**src/rtl/lnl_spi_pkg.sv**
```systemverilog
// Shared SPI definitions for the LnL SoC serial transmit/receive ports.
// Holds the frame FSM states, bus mode constants and the default word width.
package lnl_spi_pkg;

    localparam int   SPI_DATA_W = 16;
    localparam logic SPI_CPOL   = 1'b0;
    localparam logic SPI_CPHA   = 1'b0;

    typedef enum logic [1:0] {
        IDLE,
        SHIFT,
        HOLD,
        GAP
    } spi_tx_state_e;

endpackage

```
**src/rtl/spi_tick_gen.sv**
```systemverilog
// Half-period timer for the SPI transmitter: tick is high on the last clk
// cycle of every CLK_DIV-cycle half-period; clear restarts the count.
module spi_tick_gen #(
    parameter int CLK_DIV = 2
) (
    input  logic clk,
    input  logic rst,
    input  logic clear,
    output logic tick
);

    localparam int               CNT_W    = $clog2(CLK_DIV + 1);
    localparam logic [CNT_W-1:0] CNT_LAST = CNT_W'(CLK_DIV - 1);

    logic [CNT_W-1:0] cnt_q;
    logic [CNT_W-1:0] cnt_d;

    always_comb begin
        cnt_d = cnt_q + 1'b1;
        if (clear || (cnt_q == CNT_LAST)) begin
            cnt_d = '0;
        end
    end

    always_ff @(posedge clk) begin
        if (rst) begin
            cnt_q <= '0;
        end else begin
            cnt_q <= cnt_d;
        end
    end

    assign tick = (cnt_q == CNT_LAST);

endmodule

```
**src/rtl/spi_word_tx.sv**
```systemverilog
// SPI mode-0 master transmitter: shifts one DATA_W word per frame, MSB first,
// with a trailing hold half-period and an inter-frame gap before tx_ready returns.
module spi_word_tx
    import lnl_spi_pkg::*;
#(
    parameter int DATA_W  = SPI_DATA_W,
    parameter int CLK_DIV = 2
) (
    input  logic              clk,
    input  logic              rst,
    input  logic [DATA_W-1:0] tx_data,
    input  logic              tx_valid,
    output logic              tx_ready,
    output logic              sck,
    output logic              mosi,
    output logic              cs_n,
    output logic              busy,
    output logic              done
);

    localparam int               BIT_W    = $clog2(DATA_W);
    localparam logic [BIT_W-1:0] BIT_LAST = BIT_W'(DATA_W - 1);

    spi_tx_state_e     state_q, state_d;
    // Bits still to send below the one currently on mosi.
    logic [DATA_W-2:0] shreg_q, shreg_d;
    logic [BIT_W-1:0]  bit_cnt_q, bit_cnt_d;
    logic              sck_q, sck_d;
    logic              mosi_q, mosi_d;
    logic              cs_n_q, cs_n_d;
    logic              tx_ready_q, tx_ready_d;
    logic              busy_q, busy_d;
    logic              done_q, done_d;

    logic accept;
    logic tick;

    assign accept = tx_valid && tx_ready_q;

    spi_tick_gen #(
        .CLK_DIV (CLK_DIV)
    ) u_tick_gen (
        .clk   (clk),
        .rst   (rst),
        .clear (accept),
        .tick  (tick)
    );

    always_comb begin
        state_d    = state_q;
        shreg_d    = shreg_q;
        bit_cnt_d  = bit_cnt_q;
        sck_d      = sck_q;
        mosi_d     = mosi_q;
        cs_n_d     = cs_n_q;
        tx_ready_d = tx_ready_q;
        busy_d     = busy_q;
        done_d     = 1'b0;

        case (state_q)
            IDLE: begin
                if (accept) begin
                    state_d    = SHIFT;
                    shreg_d    = tx_data[DATA_W-2:0];
                    mosi_d     = tx_data[DATA_W-1];
                    bit_cnt_d  = '0;
                    sck_d      = SPI_CPOL;
                    cs_n_d     = 1'b0;
                    tx_ready_d = 1'b0;
                    busy_d     = 1'b1;
                end
            end
            SHIFT: begin
                if (tick) begin
                    if (!sck_q) begin
                        sck_d = 1'b1;
                    end else begin
                        sck_d = 1'b0;
                        // The last bit stays on mosi through HOLD.
                        if (bit_cnt_q == BIT_LAST) begin
                            state_d = HOLD;
                        end else begin
                            bit_cnt_d = bit_cnt_q + 1'b1;
                            mosi_d    = shreg_q[DATA_W-2];
                            shreg_d   = {shreg_q[DATA_W-3:0], 1'b0};
                        end
                    end
                end
            end
            HOLD: begin
                if (tick) begin
                    state_d   = GAP;
                    cs_n_d    = 1'b1;
                    mosi_d    = 1'b0;
                    done_d    = 1'b1;
                    bit_cnt_d = '0;
                end
            end
            GAP: begin
                if (tick) begin
                    state_d    = IDLE;
                    tx_ready_d = 1'b1;
                    busy_d     = 1'b0;
                end
            end
            default: begin
                state_d = IDLE;
            end
        endcase
    end

    always_ff @(posedge clk) begin
        if (rst) begin
            state_q    <= IDLE;
            shreg_q    <= '0;
            bit_cnt_q  <= '0;
            sck_q      <= SPI_CPOL;
            mosi_q     <= 1'b0;
            cs_n_q     <= 1'b1;
            tx_ready_q <= 1'b1;
            busy_q     <= 1'b0;
            done_q     <= 1'b0;
        end else begin
            state_q    <= state_d;
            shreg_q    <= shreg_d;
            bit_cnt_q  <= bit_cnt_d;
            sck_q      <= sck_d;
            mosi_q     <= mosi_d;
            cs_n_q     <= cs_n_d;
            tx_ready_q <= tx_ready_d;
            busy_q     <= busy_d;
            done_q     <= done_d;
        end
    end

    assign tx_ready = tx_ready_q;
    assign sck      = sck_q;
    assign mosi     = mosi_q;
    assign cs_n     = cs_n_q;
    assign busy     = busy_q;
    assign done     = done_q;

endmodule
```
**config.mk**
```make
export PLATFORM = sky130hd
export DESIGN_NAME = spi_word_tx
export DESIGN_NICKNAME = d
export VERILOG_FILES = /design/src/rtl/lnl_spi_pkg.sv /design/src/rtl/spi_tick_gen.sv /design/src/rtl/spi_word_tx.sv
export SDC_FILE = /design/constraint.sdc
export NUM_CORES = 1
export LEC_CHECK = 0
export ABC_CLOCK_PERIOD_IN_PS = 1600
export CORE_MARGIN = 8
export CORE_UTILIZATION = 47
export DETAILED_ROUTE_END_ITERATION = 16
export PLACE_DENSITY = 0.81
export SETUP_SLACK_MARGIN = 0.15
export SLEW_MARGIN = 0
export SYNTH_ARGS = -nofsm -noshare
export SYNTH_HDL_FRONTEND = slang
export SYNTH_HIERARCHICAL = 1
export SYNTH_SLANG_ARGS = --single-unit
```
**constraint.sdc**
```tcl
create_clock -name clk -period 1.6 [get_ports clk]
set_input_delay 0.48 -clock clk [delete_from_list [all_inputs] [get_ports clk]]
set_output_delay 0.48 -clock clk [all_outputs]
set_load 0.01 [all_outputs]
```
== Yosys cells after proc, flatten, opt, wreduce, memory -nomap -nowiden ==
Index checks and enable logic that the tools add are counted.
Storage, ports and cells
  logic and storage cells: 74
  output and inout bits: 6
  register bits: 29
  input bits: 19
Operators by class
  reduce and logical (&&, ||, !) cells: 15
  bitwise gates (word level): 1
  $add $sub $neg: 2
  equality and inequality tests: 12
  mux-type cells: 34
Operators with widths (count)
  15-bit 2-to-1 mux: 4
  15-bit case mux with 2 select lines: 1
  4-bit 2-to-1 mux: 5
  2-bit 2-to-1 mux: 6
  2-bit inequality test, second input constant: 6
  4-bit case mux with 3 select lines: 1
  6-bit AND reduction: 2
  1-bit 2-to-1 mux: 11
  3-bit AND reduction: 3
  1-bit case mux with 2 select lines: 4
  2-bit case mux with 4 select lines: 1
  2-bit nonzero test: 3
  5-bit AND reduction: 1
  4-bit by 1-bit adder with 4-bit output, second input constant: 1
  2-bit by 1-bit equality test with 1-bit output, second input constant: 2
  2-bit equality test, second input constant: 2
  4-bit equality test, second input constant: 1
  2-bit OR reduction: 2
  1-bit case mux with 3 select lines: 1
  3-bit nonzero test: 1
  2-bit by 1-bit adder with 2-bit output, second input constant: 1
  2-bit logical NOT: 1
  2-bit by 1-bit inequality test with 1-bit output, second input constant: 1
  1-bit logical AND: 1
  2 further kinds: 2

== Depth between registers and ports, before layout ==
Gate-level depths: netlist of the first run.
  depth in word-level cells: 5
  gate-level depth with buffers: 10
  gate-level depth less buffers: 6

== Cells and area by module ==
The synthesis of the first run kept the hierarchy.
By module, submodules not included
  spi_word_tx: area an instance 1452.6 sq um, sequential area each 540.5 sq um, cells each 153, times used 1
  spi_tick_gen: area an instance 81.3 sq um, sequential area each 40.0 sq um, cells each 6, times used 1

== Least setup slack after synthesis of the first run ==
No wires, ideal clock.
  kind: reg-to-reg
  start point: reg state_q[0]
  end point: reg shreg_q[3]
  arrival: 1.662 ns
  library setup time: 0.080 ns
  slack: -0.142 ns
  period minus slack after synthesis: 1.742 ns
  required time: 1.520 ns
  buffers on the path: 3
  cell stages (with the launch flop): 10
  cells stage by stage: dfxtp_1 inv_1 ha_1 a21bo_4 and3_1 buf_6 and2_4 buf_6 buf_6 a211oi_2
Between the ends
  longest elaborated chain between the ends: 3
  elaborated cells between the ends (all ways): 9
  those cells by class: eq/ne (5); mux (1); reduce/logical (3)
RTL lines
  from (decl): line spi_word_tx.sv:24  | spi_tx_state_e state_q, state_d;
  from (signal assigned): line spi_word_tx.sv:124  | state_q <= state_d;
  2-bit by 1-bit equality test with 1-bit output or 2-bit logical NOT (tied branches): line spi_word_tx.sv:60  | case (state_q)
  2-bit inequality test (no line) (tied with other cells)
  5-bit AND reduction (no line)
  to (signal assigned): line spi_word_tx.sv:125  | shreg_q <= shreg_d;
  to (decl): line spi_word_tx.sv:26  | logic [DATA_W-2:0] shreg_q, shreg_d;
Parallel ways exist; a longest one is shown, timed or not.
A chain may end at the register's enable or synchronous reset.

== Final worst setup path of the first run ==
  start point: reg state_q[0]
  end point: reg bit_cnt_q[2]
Between the ends
  longest elaborated chain between the ends: 3
  elaborated cells between the ends (all ways): 11
  those cells by class: eq/ne (7); mux (1); reduce/logical (3)
RTL lines
  2-bit by 1-bit equality test with 1-bit output (tied with other cells): line spi_word_tx.sv:60
  2-bit inequality test (no line) (tied with other cells)
  6-bit AND reduction (no line)
  to (signal assigned): line spi_word_tx.sv:126  | bit_cnt_q <= bit_cnt_d;
  to (decl): line spi_word_tx.sv:27  | logic [BIT_W-1:0] bit_cnt_q, bit_cnt_d;
Parallel ways exist; a longest one is shown, timed or not.

==> run_summary.xml, run 1 <==
<?xml version="1.0" encoding="UTF-8"?>
<metrics>
  <group name="logic_synthesis">
    <metric name="yosysMostFrequentCell" unit="">sky130_fd_sc_hd__dfxtp_1</metric>
    <metric name="synth.yosys.seq_area_share" unit="">0.3785</metric>
    <metric name="synth.largest_area_cell" unit="">sky130_fd_sc_hd__dfxtp_1</metric>
    <metric name="synthesized_area_fraction_occupied_by_and_or_nand_nor_cells" unit="">0.1199</metric>
    <metric name="synth-main-ff-cell" unit="">sky130_fd_sc_hd__dfxtp_1</metric>
    <metric name="synth-xor-area-share" unit="">0</metric>
    <metric name="main_combinational_cell_family_by_area_after_synthesis" unit="">compound AO/OA/AOI/OAI gates</metric>
    <metric name="synth_top_cells_by_count" unit="">29 x sky130_fd_sc_hd__dfxtp_1, 24 x sky130_fd_sc_hd__a21oi_1, 14 x sky130_fd_sc_hd__mux2i_1</metric>
    <metric name="synthesis.instances" unit="">159</metric>
    <metric name="synthesis.area_per_instance" unit="um^2">9.648</metric>
    <metric name="synth.top_cells.by_area" unit="">sky130_fd_sc_hd__dfxtp_1 38%, sky130_fd_sc_hd__mux2i_1 9.1%, sky130_fd_sc_hd__a211oi_2 8.2%, sky130_fd_sc_hd__a21oi_1 7.8%, sky130_fd_sc_hd__ha_1 6.5%</metric>
    <metric name="synth_area" unit="um^2">1534</metric>
    <metric name="yosys.area_share.adder" unit="">0.06525</metric>
    <metric name="fraction_of_the_mapped_netlist_area_in_compound_gates" unit="">0.2847</metric>
    <metric name="synth_enable_flop_cells" unit="">0</metric>
    <metric name="yosys.area.top_type_share" unit="">0.3785</metric>
    <metric name="post_synth_mux_area_share" unit="">0.09135</metric>
    <metric name="post_synthesis_register_bit_count" unit="">29</metric>
    <metric name="share_of_flip_flops_with_an_asynchronous_set_or_reset_after_synthesis" unit="">0</metric>
    <metric name="synth_fp_nets" unit="">186</metric>
    <metric name="synth_cell_type_count" unit="">40</metric>
    <metric name="synthesis.yosys.warnings" unit="">6</metric>
  </group>
  <group name="die">
    <metric name="fp.dieArea" unit="um^2">5348</metric>
    <metric name="core.rowCount" unit="">20</metric>
    <metric name="start_util" unit="">0.4984</metric>
    <metric name="die_h" unit="um">73.13</metric>
    <metric name="core_area" unit="um^2">3078</metric>
    <metric name="floorplan.die.width" unit="um">73.13</metric>
    <metric name="boundaryPins" unit="">25</metric>
  </group>
  <group name="cts">
    <metric name="num_clock_sinks" unit="">29</metric>
    <metric name="clock_tree.root_cell" unit="">sky130_fd_sc_hd__clkbuf_4</metric>
    <metric name="clock_pin_slew_reported_for_the_worst_setup_and_hold_paths_after_clock_tree_synthesis" unit="ns">0.09</metric>
    <metric name="numCtsBuffers" unit="">5</metric>
    <metric name="clock_latency" unit="ns">0.33</metric>
    <metric name="cts_buffer_depth" unit="">2</metric>
    <metric name="tritoncts_clock_tree" unit="">done</metric>
    <metric name="cts-hold-fix-buffers" unit="">0</metric>
    <metric name="cts_htree_levels" unit="">2</metric>
  </group>
  <group name="global_route">
    <metric name="initial_antenna_violation_count" unit="">0</metric>
    <metric name="overflow" unit="">0</metric>
    <metric name="grt_first_pass_wirelength" unit="mm">7.065</metric>
    <metric name="largest_net_degree_at_the_start_of_global_routing" unit="">19</metric>
    <metric name="grt_pass1_vias" unit="">1528</metric>
    <metric name="global_route.usage.total" unit="">0.1672</metric>
  </group>
  <group name="layout">
    <metric name="fill_cells" unit="">205</metric>
    <metric name="final_net_count" unit="">238</metric>
    <metric name="insertedDiodeCount" unit="">0</metric>
    <metric name="postLayoutCoreUtil" unit="">0.7520</metric>
    <metric name="area_delta_synth_final" unit="%">50.90</metric>
    <metric name="share_of_layout_cells_above_drive_strength_1" unit="">0.4597</metric>
  </group>
  <group name="routing">
    <metric name="ant_nets" unit="">0</metric>
    <metric name="drt_iter0_drc" unit="">90</metric>
    <metric name="drt_first_pass_iters" unit="">4</metric>
    <metric name="vias_per_inst" unit="">5.655</metric>
    <metric name="wl_per_cell" unit="um">17.45</metric>
    <metric name="finalWirelength" unit="mm">4.450</metric>
    <metric name="drc" unit="">0</metric>
    <metric name="route.vias.total" unit="">1442</metric>
  </group>
  <group name="worst_setup_path">
    <metric name="timing.reg2reg.setup_slack" unit="ns">0.0002</metric>
    <metric name="crit-reg2reg-capture" unit="">bit_cnt_q[2]$_SDFFE_PP0P_</metric>
    <metric name="reg2reg_from" unit="">state_q[0]$_SDFFE_PP0P_</metric>
    <metric name="end_kind" unit="">flop</metric>
    <metric name="worstPathRequired" unit="ns">1.84</metric>
    <metric name="critPathArrivalTime" unit="ns">1.84</metric>
    <metric name="crit_path_cell_trace" unit="">buf_6, ha_4, buf_6, buf_4, buf_4, nand4_1, o32ai_1</metric>
    <metric name="cp_top_family" unit="">buffers and inverters</metric>
    <metric name="delay_of_the_slowest_cell_on_the_worst_path" unit="ns">0.39</metric>
    <metric name="critical_path.slowest_cell" unit="">sky130_fd_sc_hd__dfxtp_4</metric>
    <metric name="worstSetupPathType" unit="">flop to flop</metric>
    <metric name="path_buf_inv" unit="">4</metric>
    <metric name="timing.reg2reg.worst_path_depth" unit="">7</metric>
    <metric name="critPathLaunchType" unit="">flop</metric>
    <metric name="critical_path_peak_fanout" unit="">6</metric>
  </group>
  <group name="power_and_ir_drop">
    <metric name="static-leakage-power" unit="uW">0.0008437</metric>
    <metric name="ir_worst_vdd" unit="V">0.001349</metric>
    <metric name="power_density" unit="nW/um^2">1911</metric>
  </group>
  <group name="job">
    <metric name="max_cap_violations" unit="">0</metric>
  </group>
  <group name="sta">
    <metric name="slew-limit-headroom" unit="">0.8123</metric>
    <metric name="post-route-period-util" unit="">0.9999</metric>
    <metric name="tightestPinTransition" unit="ns">0.2779</metric>
    <metric name="finalSetupViolCount" unit="">0</metric>
    <metric name="final.setup_skew" unit="ns">0.007513</metric>
    <metric name="timing.fmax" unit="GHz">0.6251</metric>
    <metric name="grt_setup_unrepaired" unit="">true</metric>
    <metric name="layout_min_cycle_time" unit="ns">1.600</metric>
    <metric name="total_negative_slack" unit="ns">0</metric>
    <metric name="final_max_slew_viol_count" unit="">0</metric>
    <metric name="hold_fails_final_rpt" unit="">0</metric>
  </group>
  <group name="worst_hold_path">
    <metric name="worst_hold_path.num_cells" unit="">1</metric>
    <metric name="min_from" unit="">u_tick_gen/cnt_q[0]$_SDFF_PP0_</metric>
    <metric name="min-delay-path-class" unit="">flop to flop</metric>
    <metric name="worstHoldEndpoint" unit="">u_tick_gen/cnt_q[0]$_SDFF_PP0_</metric>
  </group>
  <group name="placed_design">
    <metric name="detailedPlacementHpwl" unit="mm">2.664</metric>
    <metric name="io_buffer_count" unit="">24</metric>
    <metric name="final_replace_weighted_congestion" unit="">0.9012</metric>
  </group>
  <group name="status">
    <metric name="status" unit="">finished, final reports clean</metric>
  </group>
</metrics>
worst register-to-register path: cells and delay by family, from the launching register on:
family	cells	cell delay [ns]
flip-flops	1	0.39
buffers and inverters	4	0.48
adder cells (fa/ha/maj)	1	0.17
AND/OR/NAND/NOR	1	0.19
AO/OA/AOI/OAI	1	0.28
final cells by class:
type / count / area [um^2] / share of cell area
multi-input combinational: 114 / 1094 / 0.4724
sequential: 29 / 590.6 / 0.2551
timing repair buffer: 54 / 493.0 / 0.2130
tap: 44 / 55.05 / 0.02378
clock buffer: 6 / 41.29 / 0.01784
inverter: 7 / 36.28 / 0.01568
clock inverter: 1 / 5.005 / 0.002162
logic make-up after synthesis:
kind of cell | Yosys count
AND/OR/NAND/NOR | 31
buffers and inverters | 17
AO/OA/AOI/OAI | 60
adder cells (fa/ha/maj) | 8
flip-flops | 29
multiplexers | 14
timing repair:
item                       CTS  global route
resized for setup           46            25
buffers inserted            11             3
gates cloned                 1             0
setup endpoints to repair   28            29
pin swaps                   14            10
hold endpoints to repair     0             0
worst max-delay path by stage:
stage / cells after the start / startpoint / to
floorplan: 9 / state_q[1]$_SDFFE_PP0P_ / shreg_q[3]$_SDFFE_PP0P_
global placement: 6 / tx_valid / shreg_q[0]$_SDFFE_PP0P_
detailed placement: 5 / tx_valid / shreg_q[14]$_SDFFE_PP0P_
CTS: 7 / state_q[0]$_SDFFE_PP0P_ / shreg_q[0]$_SDFFE_PP0P_
global route: 6 / state_q[0]$_SDFFE_PP0P_ / bit_cnt_q[2]$_SDFFE_PP0P_
finish: 7 / state_q[0]$_SDFFE_PP0P_ / bit_cnt_q[2]$_SDFFE_PP0P_
flip-flops by register name, summed over array words and instances (netlist names):
name and cells:
bit_cnt_q 4, busy 1, cs_n 1, done 1, mosi 1, sck 1
shreg_q 15, state_q 2, tx_ready 1, u_tick_gen/cnt_q 2
metrics by stage:
step                cells  area, um^2  power (uW)  setup WS [ns]  hold slack [ns]
finish                255        2315        4424      0.0002121           0.4411
global route          255        2315        4683       -0.05814           0.4649
CTS                   253        2232        4079        0.05513           0.4424
detailed placement    234        1951        3164        -0.3327           0.4310
global placement      234        1951        3077        -0.2708           0.4169
floorplan             159        1590        2620       -0.09241           0.4079
power by group:
part	internal, uW	switching, uW
Combinational	1440	1470
Sequential	937	157
Clock	161	252
per-layer routing:
layer	up-vias	routed length [um]	track usage
li1	702	-	-
met1	662	1804	0.1741
met2	61	2153	0.2860
met3	17	324	0.06181
met4	0	167	0.08667
met5	-	0	0
layout by cell type (no fill, tap or decap), types with 4 or more instances in the layout:
master / count
sky130_fd_sc_hd__clkdlybuf4s50_1: 17
sky130_fd_sc_hd__ha_2: 4
sky130_fd_sc_hd__mux2i_1: 14
sky130_fd_sc_hd__buf_6: 9
sky130_fd_sc_hd__nand2_1: 4
sky130_fd_sc_hd__dfxtp_1: 25
sky130_fd_sc_hd__buf_4: 20
sky130_fd_sc_hd__a21oi_1: 15
sky130_fd_sc_hd__a211oi_2: 15
sky130_fd_sc_hd__nor2_1: 4
sky130_fd_sc_hd__clkbuf_4: 5
sky130_fd_sc_hd__o21ai_1: 5
sky130_fd_sc_hd__nand4_1: 4
sky130_fd_sc_hd__a21oi_2: 8
No activity file was read; power rests on OpenSTA's default activity.
==> inputs of run 2 (changes only) <==
--- a/config.mk
+++ b/config.mk
@@ -9,6 +9,7 @@
 export CORE_MARGIN = 8
 export CORE_UTILIZATION = 47
 export DETAILED_ROUTE_END_ITERATION = 16
+export GPL_TIMING_DRIVEN = 0
 export PLACE_DENSITY = 0.81
 export SETUP_SLACK_MARGIN = 0.15
 export SLEW_MARGIN = 0
==> run 2 against run 1 <==
- the flow now finishes with violations (setup timing)
- maximum frequency is 14% lower
- sequential power hardly changed
- hold slack better by 0.048 ns
- via count is 2.8% higher
- clock power is 26% higher
- setup slack worse by 0.26 ns
- clock-buffer cell count stayed put
- cell count is 1.6% lower
- final area is 1.1% lower
- flip-flop and latch count stayed put
- global-route usage is 0.67 points lower
==> run_summary.xml, run 2 (synthesis results as in run 1) <==
<?xml version="1.0" encoding="UTF-8"?>
<metrics>
  <group name="cts">
    <metric name="tritoncts_clock_tree" unit="">done</metric>
    <metric name="cts_buffer_depth" unit="">2</metric>
    <metric name="clock_tree.root_cell" unit="">sky130_fd_sc_hd__clkbuf_4</metric>
    <metric name="cts_htree_levels" unit="">2</metric>
    <metric name="num_clock_sinks" unit="">29</metric>
    <metric name="clock_pin_slew_reported_for_the_worst_setup_and_hold_paths_after_clock_tree_synthesis" unit="ns">0.10</metric>
    <metric name="numCtsBuffers" unit="">5</metric>
    <metric name="clock_latency" unit="ns">0.34</metric>
    <metric name="cts-hold-fix-buffers" unit="">0</metric>
  </group>
  <group name="power_and_ir_drop">
    <metric name="ir_worst_vdd" unit="V">0.001009</metric>
    <metric name="power_density" unit="nW/um^2">1950</metric>
    <metric name="static-leakage-power" unit="uW">0.0008291</metric>
    <metric name="switching_power" unit="uW">1873</metric>
    <metric name="power.combinational.fraction" unit="">0.637</metric>
    <metric name="cell_internal_pwr" unit="uW">2592</metric>
    <metric name="clkPwrFrac" unit="">0.117</metric>
    <metric name="power.share.sequential" unit="">0.247</metric>
    <metric name="power_switching_share" unit="">0.4195</metric>
  </group>
  <group name="job">
    <metric name="max_cap_violations" unit="">0</metric>
  </group>
  <group name="layout">
    <metric name="area_delta_synth_final" unit="%">49.27</metric>
    <metric name="largest_register_by_flop_count" unit="">shreg_q</metric>
    <metric name="fill_cells" unit="">216</metric>
    <metric name="largest_register_ffs" unit="">15</metric>
    <metric name="final_net_count" unit="">234</metric>
    <metric name="layout.cells.most_common" unit="">sky130_fd_sc_hd__dfxtp_1</metric>
    <metric name="most-common-layout-cells" unit="">24 x sky130_fd_sc_hd__dfxtp_1, 18 x sky130_fd_sc_hd__a21oi_1, 17 x sky130_fd_sc_hd__clkdlybuf4s50_1, 15 x sky130_fd_sc_hd__a211oi_2, 14 x sky130_fd_sc_hd__mux2i_1</metric>
    <metric name="share_of_layout_cells_above_drive_strength_1" unit="">0.4541</metric>
    <metric name="design_area" unit="um^2">2290</metric>
    <metric name="registers_with_the_highest_flip_flop_counts" unit="">shreg_q (15), bit_cnt_q (4)</metric>
    <metric name="insertedDiodeCount" unit="">0</metric>
    <metric name="fin_cells" unit="">251</metric>
  </group>
  <group name="worst_setup_path">
    <metric name="timing.reg2reg.setup_slack" unit="ns">-0.26</metric>
    <metric name="path_buf_inv" unit="">5</metric>
    <metric name="worstPathRequired" unit="ns">1.86</metric>
    <metric name="worstSetupPathType" unit="">flop to flop</metric>
    <metric name="crit-reg2reg-capture" unit="">shreg_q[6]$_SDFFE_PP0P_</metric>
    <metric name="crit_path_cell_trace" unit="">inv_4, ha_4, buf_6, nand4_1, and3_4, buf_6, and2_4, buf_6, buf_12, a211oi_4</metric>
    <metric name="cp_top_family" unit="">buffers and inverters</metric>
    <metric name="critical_path.slowest_cell" unit="">sky130_fd_sc_hd__dfxtp_4</metric>
    <metric name="critPathLaunchType" unit="">flop</metric>
    <metric name="delay_of_the_slowest_cell_on_the_worst_path" unit="ns">0.37</metric>
    <metric name="timing.reg2reg.worst_path_depth" unit="">10</metric>
    <metric name="critPathArrivalTime" unit="ns">2.11</metric>
    <metric name="critPathMostFrequentCell" unit="">sky130_fd_sc_hd__buf_6</metric>
    <metric name="reg2reg_from" unit="">state_q[1]$_SDFFE_PP0P_</metric>
    <metric name="critical_path_peak_fanout" unit="">6</metric>
    <metric name="end_kind" unit="">flop</metric>
  </group>
  <group name="worst_hold_path">
    <metric name="worstHoldEndpoint" unit="">u_tick_gen/cnt_q[0]$_SDFF_PP0_</metric>
    <metric name="min-delay-path-class" unit="">flop to flop</metric>
    <metric name="min_from" unit="">u_tick_gen/cnt_q[0]$_SDFF_PP0_</metric>
    <metric name="worst_hold_path.num_cells" unit="">1</metric>
  </group>
  <group name="placed_design">
    <metric name="placed_cells_incl_taps" unit="">227</metric>
    <metric name="placed_area" unit="um^2">1886</metric>
    <metric name="io_buffer_count" unit="">24</metric>
    <metric name="detailedPlacementHpwl" unit="mm">2.583</metric>
    <metric name="final_replace_weighted_congestion" unit="">0.8724</metric>
  </group>
  <group name="routing">
    <metric name="drt_first_pass_iters" unit="">4</metric>
    <metric name="finalWirelength" unit="mm">4.391</metric>
    <metric name="ant_nets" unit="">0</metric>
    <metric name="drt_iter0_drc" unit="">97</metric>
    <metric name="vias_per_inst" unit="">5.904</metric>
    <metric name="drc" unit="">0</metric>
    <metric name="route.vias.total" unit="">1482</metric>
    <metric name="wl_per_cell" unit="um">17.49</metric>
  </group>
  <group name="die">
    <metric name="fp.dieArea" unit="um^2">5348</metric>
    <metric name="core_area" unit="um^2">3078</metric>
    <metric name="start_util" unit="">0.4984</metric>
    <metric name="core.rowCount" unit="">20</metric>
    <metric name="die_h" unit="um">73.13</metric>
    <metric name="boundaryPins" unit="">25</metric>
    <metric name="floorplan.die.width" unit="um">73.13</metric>
  </group>
  <group name="sta">
    <metric name="post-route-period-util" unit="">1.160</metric>
    <metric name="tightestPinTransition" unit="ns">0.3837</metric>
    <metric name="layout_min_cycle_time" unit="ns">1.857</metric>
    <metric name="setup_ws" unit="ns">-0.2567</metric>
    <metric name="final_max_slew_viol_count" unit="">0</metric>
    <metric name="timing.fmax" unit="GHz">0.5386</metric>
    <metric name="final.setup_skew" unit="ns">0.01234</metric>
    <metric name="finalSetupViolCount" unit="">20</metric>
    <metric name="hold_fails_final_rpt" unit="">0</metric>
    <metric name="grt_setup_unrepaired" unit="">true</metric>
    <metric name="slew-limit-headroom" unit="">0.7434</metric>
    <metric name="total_negative_slack" unit="ns">-3.886</metric>
  </group>
  <group name="global_route">
    <metric name="global_route.usage.total" unit="">0.1605</metric>
    <metric name="largest_net_degree_at_the_start_of_global_routing" unit="">11</metric>
    <metric name="grt_pass1_vias" unit="">1527</metric>
    <metric name="grt_first_pass_wirelength" unit="mm">6.789</metric>
    <metric name="initial_antenna_violation_count" unit="">0</metric>
    <metric name="overflow" unit="">0</metric>
  </group>
  <group name="status">
    <metric name="status" unit="">finished with violations</metric>
    <metric name="violations" unit="">setup timing</metric>
  </group>
</metrics>
run 2: changes by cell type in the layout (fill, tap and decap cells not counted), moves of 2 or more:
cell	delta
sky130_fd_sc_hd__buf_4	-9
sky130_fd_sc_hd__a21oi_1	+3
sky130_fd_sc_hd__clkbuf_2	+4
sky130_fd_sc_hd__inv_6	-2
sky130_fd_sc_hd__ha_2	-2
sky130_fd_sc_hd__a21oi_2	-2
sky130_fd_sc_hd__inv_4	+2
sky130_fd_sc_hd__buf_2	+2
run 2: worst max-delay path by stage:
| stage | start | slack, ns | depth (start not counted) | endpoint |
|---|---|---|---|---|
| floorplan | state_q[1]$_SDFFE_PP0P_ | -0.09 | 9 | shreg_q[3]$_SDFFE_PP0P_ |
| global placement | tx_valid | -0.57 | 8 | shreg_q[7]$_SDFFE_PP0P_ |
| detailed placement | tx_valid | -0.60 | 8 | shreg_q[6]$_SDFFE_PP0P_ |
| CTS | state_q[1]$_SDFFE_PP0P_ | -0.17 | 10 | shreg_q[6]$_SDFFE_PP0P_ |
| global route | state_q[1]$_SDFFE_PP0P_ | -0.32 | 10 | shreg_q[6]$_SDFFE_PP0P_ |
| finish | state_q[1]$_SDFFE_PP0P_ | -0.26 | 10 | shreg_q[6]$_SDFFE_PP0P_ |
run 2: timing repair:
action	in CTS	in global routing
pin swaps	17	18
cloned	1	0
endpoints found under the setup margin	30	31
setup buffers	15	1
resized for setup	45	24
run 2: metrics by stage:
step / utilization / power, uW / setup slack, ns / hold WS (ns)
final: 0.7439 / 4465 / -0.2567 / 0.4894
after global routing: 0.7439 / 4704 / -0.3164 / 0.5261
after CTS: 0.7211 / 4236 / -0.1743 / 0.4459
after detailed placement: 0.6126 / 3082 / -0.5961 / 0.4279
after global placement: 0.6126 / 2998 / -0.5657 / 0.4176
after floorplan: - / 2620 / -0.09241 / 0.4079
run 2: final cells by class:
class	instances	area, um^2	area share
clock buffers	6	62.56	0.02732
repair buffers	41	384.1	0.1678
multi-input cells	113	1071	0.4678
well taps	44	55.05	0.02404
flip-flops and latches	29	594.3	0.2596
clock inverters	1	5.005	0.002186
inverters	7	31.28	0.01366
plain buffers	10	86.33	0.03770
run 2: power groups by stage:
stage          clock network [uW]  logic (uW)  registers, uW
2_1_floorplan                   0        1540           1080
3_3_place_gp                    0        1920           1070
3_5_place_dp                    0        1990           1090
4_1_cts                       517        2640           1070
5_1_grt                       557        3020           1120
6_report                      522        2840           1100
run 2: routing by layer:
layer / vias up / part of all wire / track usage
li1: 692 / - / -
met1: 723 / 0.40 / 0.1591
met2: 49 / 0.50 / 0.2979
met3: 18 / 0.058 / 0.04945
met4: 0 / 0.037 / 0.06889
met5: - / 0 / 0
